[src/rtl/redirect_pkg.sv]
// Shared types and constants for the front-end redirect unit.
// program_counter_t is the machine program-counter type used across the core.
package redirect_pkg;

    localparam int unsigned PC_W = 32;

    typedef logic [PC_W-1:0] program_counter_t;

    typedef enum logic [1:0] {
        NONE   = 2'd0,
        DECODE = 2'd1,
        EXEC   = 2'd2,
        COMMIT = 2'd3
    } redirect_rank_t;

    typedef enum logic {
        ST_IDLE   = 1'b0,
        ST_WINDOW = 1'b1
    } redirect_state_t;

    // Flush masks are {commit, exec, fetch/decode}.
    localparam logic [2:0] FLUSH_NONE   = 3'b000;
    localparam logic [2:0] FLUSH_DECODE = 3'b001;
    localparam logic [2:0] FLUSH_EXEC   = 3'b011;
    localparam logic [2:0] FLUSH_COMMIT = 3'b111;

    function automatic logic [2:0] flush_mask(input redirect_rank_t rank);
        case (rank)
            DECODE:  return FLUSH_DECODE;
            EXEC:    return FLUSH_EXEC;
            COMMIT:  return FLUSH_COMMIT;
            default: return FLUSH_NONE;
        endcase
    endfunction

endpackage

[src/rtl/redirect_unit.sv]
// Arbitrates commit/exec/decode redirects with a post-redirect squash window.
// Decode-sourced redirects participate only when REDIRECT_DECODE_SRC_EN is defined.
module redirect_unit
    import redirect_pkg::*;
#(
    parameter int unsigned SQUASH_CYCLES = 3
) (
    input  logic             i_clk,
    input  logic             i_rst,
    input  logic             i_commit_redirect,
    input  program_counter_t i_commit_pc,
    input  logic             i_exec_redirect,
    input  program_counter_t i_exec_pc,
    input  logic             i_decode_redirect,
    input  program_counter_t i_decode_pc,
    output logic             o_alter,
    output program_counter_t o_pc,
    output logic [2:0]       o_flush
);

    localparam int unsigned      CNT_W    = $clog2(SQUASH_CYCLES + 1);
    localparam logic [CNT_W-1:0] CNT_LOAD = CNT_W'(SQUASH_CYCLES);
    localparam logic [CNT_W-1:0] CNT_ONE  = CNT_W'(1);

    redirect_state_t  r_state, w_state_d;
    redirect_rank_t   r_win_rank, w_win_rank_d;
    logic [CNT_W-1:0] r_cnt, w_cnt_d;

    logic             r_alter, w_alter_d;
    program_counter_t r_pc, w_pc_d;
    logic [2:0]       r_flush, w_flush_d;

    redirect_rank_t   w_cand_rank;
    program_counter_t w_cand_pc;
    logic             w_accept;
    logic             w_dec_req;

`ifdef REDIRECT_DECODE_SRC_EN
    assign w_dec_req = i_decode_redirect;
`else
    logic w_unused_decode;
    assign w_unused_decode = ^{i_decode_redirect, i_decode_pc};
    assign w_dec_req       = 1'b0;
`endif

    // NOTE: every always_comb output gets a default first so no path infers a latch.
    always_comb begin
        w_cand_rank = NONE;
        w_cand_pc   = '0;
        if (i_commit_redirect) begin
            w_cand_rank = COMMIT;
            w_cand_pc   = i_commit_pc;
        end else if (i_exec_redirect) begin
            w_cand_rank = EXEC;
            w_cand_pc   = i_exec_pc;
        end else if (w_dec_req) begin
            w_cand_rank = DECODE;
            w_cand_pc   = i_decode_pc;
        end
    end

    // IDLE holds rank NONE, so one strict compare covers both "no window" and
    // "outranks the window"; equal-rank requests inside a window are wrong-path.
    assign w_accept = (w_cand_rank != NONE) && (w_cand_rank > r_win_rank);

    // NOTE: sequential state uses non-blocking assignments so all flops update together.
    always_ff @(posedge i_clk) begin
        if (i_rst) begin
            r_state    <= ST_IDLE;
            r_win_rank <= NONE;
            r_cnt      <= '0;
        end else begin
            r_state    <= w_state_d;
            r_win_rank <= w_win_rank_d;
            r_cnt      <= w_cnt_d;
        end
    end

    always_comb begin
        w_state_d    = r_state;
        w_win_rank_d = r_win_rank;
        w_cnt_d      = r_cnt;
        if (w_accept) begin
            w_state_d    = ST_WINDOW;
            w_win_rank_d = w_cand_rank;
            w_cnt_d      = CNT_LOAD;
        end else if (r_state == ST_WINDOW) begin
            if (r_cnt <= CNT_ONE) begin
                w_state_d    = ST_IDLE;
                w_win_rank_d = NONE;
                w_cnt_d      = '0;
            end else begin
                w_cnt_d = r_cnt - CNT_ONE;
            end
        end
    end

    always_comb begin
        w_alter_d = w_accept;
        w_pc_d    = r_pc;
        w_flush_d = FLUSH_NONE;
        if (w_accept) begin
            w_pc_d    = w_cand_pc;
            w_flush_d = flush_mask(w_cand_rank);
        end
    end

    always_ff @(posedge i_clk) begin
        if (i_rst) begin
            r_alter <= 1'b0;
            r_pc    <= '0;
            r_flush <= FLUSH_NONE;
        end else begin
            r_alter <= w_alter_d;
            r_pc    <= w_pc_d;
            r_flush <= w_flush_d;
        end
    end

    assign o_alter = r_alter;
    assign o_pc    = r_pc;
    assign o_flush = r_flush;

endmodule

[config.mk]
export PLATFORM = sky130hd
export DESIGN_NAME = redirect_unit
export DESIGN_NICKNAME = d
export VERILOG_FILES = /design/src/rtl/redirect_pkg.sv /design/src/rtl/redirect_unit.sv
export SDC_FILE = /design/constraint.sdc
export NUM_CORES = 1
export LEC_CHECK = 0
export CAP_MARGIN = 40
export CORE_MARGIN = 2
export CORE_UTILIZATION = 36
export CTS_BUF_LIST = sky130_fd_sc_hd__clkbuf_16
export DETAILED_ROUTE_END_ITERATION = 10
export PLACE_DENSITY = 0.83
export SYNTH_ARGS = -nofsm -noshare
export SYNTH_HDL_FRONTEND = slang
export SYNTH_SLANG_ARGS = --single-unit
export TNS_END_PERCENT = 10
[constraint.sdc]
create_clock -name i_clk -period 1.9 [get_ports i_clk]
set_input_delay 0.19 -clock i_clk [delete_from_list [all_inputs] [get_ports i_clk]]
set_output_delay 0.19 -clock i_clk [all_outputs]
set_load 0.01 [all_outputs]
==> reports/qor.yml <==
cells_and_area:
  layout-drive-gt1-share: 0.3576
  mostFrequentLayoutCells: "101 x clkdlybuf4s50_1, 40 x dfxtp_1, 29 x nor2_4, 29 x nor3_2, 17 x a221oi_2"
  ff_latch_area_um2: 800.8
  num-fill-cells: 484
  n_antenna_cell: 0
  mostFrequentLayoutCell: "clkdlybuf4s50_1"
  final_util: 0.6147
  final_nets: 390
  area_growth_pct: 62.63
  multi_input_area_um2: 1201
routing:
  vias: 1800
  drt_iter0_drc: 93
  avgViaCountPerCell: 5.000
  wl_per_cell_um: 15.88
  firstDrtPassIters: 4
  ant_nets: 0
  routed_wl_um: 5718
  drc: 0
timing:
  setup_violations: 1
  max-slew-margin-rel: 0.3403
  period_minus_slack_ns: 1.903
  layout_setup_ws_ns: -0.003206
  period_share: 1.002
  max_slew.worst_pin.slew_ns: 0.9875
  fin_skew_ns: 0.001434
  finalHoldViolCount: 0
  max_freq_ghz: 0.5254
  hold_slack_ns: 0.3802
  rsz0062_at_grt: "yes"
  maxSlewViolCount: 0
logic_synthesis:
  synth_ff_type: "dfxtp_1"
  yosysTopAreaCellShare: 0.3778
  synth_seq_cells: 40
  synthCells: 184
  async_flop_share: 0
  syn_nets: 287
  syn_area_um2: 2120
  yosysTopAreaCell: "dfxtp_1"
  avgSynthCellArea_um2: 11.52
  synth_edf_count: 0
  ys_top_cells_by_area: "dfxtp_1 38%, nor2_4 15%, nor3_2 14%"
  ys_types: 25
  synth-warning-count: 0
  ys_seq_area_frac: 0.3778
clock_network:
  cts_tree: "built"
  clock_sinks: 40
  root_buffer: "clkbuf_16"
  cts.htree.levels: 2
  clkLatencyLatePin_ns: 0.28
  cts-buffers-inserted: 5
  clkTransAtPathRegs_ns: 0.06
  cts_hold_buf: 0
  clock_path_buffers: 2
global_route:
  overflow: 0
  grt_max_degree: 33
  antenna_found_initial: 0
  grt_util_all_layers: 0.1789
  grt_pass1_wl_um: 8790
  grt_pass1_vias: 1816
die:
  core_area_um2: 5608
  rows: 27
  pin_count: 137
  die_area_um2: 6517
  initial_core_util: 0.3780
  die_w_um: 80.73
  die_h_um: 80.73
setup_path:
  criticalPathCategory: "in -> reg"
  worst_setup_path_end_kind: "register"
  required_ns: 2.10
  cp.arrival_ns: 2.10
  crit_fanout: 9
  cp-start-kind: "input port"
place:
  hpwl_um: 4076
  routabilityCongestion: 0.7096
  port_buffers: 103
flow_run:
  maxCapViolations: 0
run_status:
  failed_checks: "negative setup slack"
  status: "finished, violations left"
power:
  leakage_uw: 0.001227
  peakVddDrop_mv: 0.5521
  power_density_nw_per_um2: 1047
min_path:
  hold_path_class: "in -> reg"
-- critical path, cell delays in order --
cell and delay, ns:
clkdlybuf4s50_1 0.42, or2_4 0.24, ha_1 0.29, nor2b_1 0.13, buf_4 0.14, o211ai_4 0.20, buf_4 0.24, a221oi_2 0.06
nor3_2 0.19
-- power breakdown --
group / total [uW] / internal (uW) / leakage, uW / switching [uW]
sequential: 1160 / 1010 / 0.000332 / 150
clock: 946 / 616 / 0.0000798 / 330
combinational: 1510 / 815 / 0.000816 / 691
-- cell families (layout without fill, tap and decap cells) --
| family | count (synthesis) | count (layout) | synth area share |
|---|---|---|---|
| fa+ha+maj | 2 | 2 | 0.01180 |
| simple gates | 78 | 78 | 0.3353 |
| flops | 40 | 40 | 0.3778 |
| compound gates | 40 | 40 | 0.1877 |
| buf+inv | 24 | 128 | 0.08736 |
-- per-stage QoR --
step | cells | area [um2] | setup WS, ns | TNS [ns] | total power, uW
after floorplan | 184 | 2120 | 0.1377 | 0 | 2072
after global placement | 352 | 3236 | -0.2376 | -8.151 | 2624
after global routing | 360 | 3447 | -0.07266 | -1.133 | 3801
after detailed placement | 352 | 3236 | -0.3174 | -9.348 | 2661
final | 360 | 3447 | -0.003206 | -0.003206 | 3609
after CTS | 360 | 3416 | 0.004161 | 0 | 3629
-- routing by layer --
| metal | track usage | share of wire |
|---|---|---|
| met4 | 0.06271 | 0.016 |
| met2 | 0.3100 | 0.50 |
| met3 | 0.05778 | 0.077 |
| met5 | 0 | 0 |
| met1 | 0.2074 | 0.40 |
-- cells in the mapped netlist (2+ instances only) --
library cell / n
dfxtp_1: 40
nor2_4: 29
nor3_2: 29
a221oi_1: 22
a221oi_2: 10
buf_2: 7
nor2_1: 7
clkbuf_1: 6
a21oi_1: 4
nand2_1: 4
nor3_1: 4
buf_12: 3
buf_6: 3
inv_1: 3
ha_1: 2
nor2b_1: 2
-- path summary, 6_finish.rpt --
check                                  start                    endpoint  slack [ns]  depth (start not counted)
setup / recovery             i_exec_redirect       o_pc[15]$_SDFFE_PP0P_      -0.003                          9
hold / removal                         i_rst        o_pc[1]$_SDFFE_PP0P_        0.38                          2
setup reg to reg  r_win_rank[1]$_SDFFE_PP0P_       o_pc[15]$_SDFFE_PP0P_        0.18                          8
hold reg to reg   r_win_rank[1]$_SDFFE_PP0P_  r_win_rank[1]$_SDFFE_PP0P_        0.47                          2
-- cell type report --
class                           instances  share of cell area
Clock buffer                            5             0.03630
Clock inverter                          3             0.01234
Inverter                                3            0.003267
Multi-Input combinational cell        120              0.3485
Sequential cell                        40              0.2323
Tap cell                               72             0.02613
Timing Repair Buffer                  117              0.3412
-- timing repair --
item | in CTS | in global routing
buffers inserted | 0 | 0
resized for setup | 2 | 5
setup endpoints to repair | 2 | 34
pin swaps | 0 | 0
-- state kept, by name, summed over array words and instances, names as in the netlist --
| register | count |
|---|---|
| r_state | 1 |
| r_win_rank | 2 |
| o_flush | 2 |
| r_cnt | 2 |
| o_alter | 1 |
| o_pc | 32 |
Note: power is estimated with default switching activity, not from simulation.
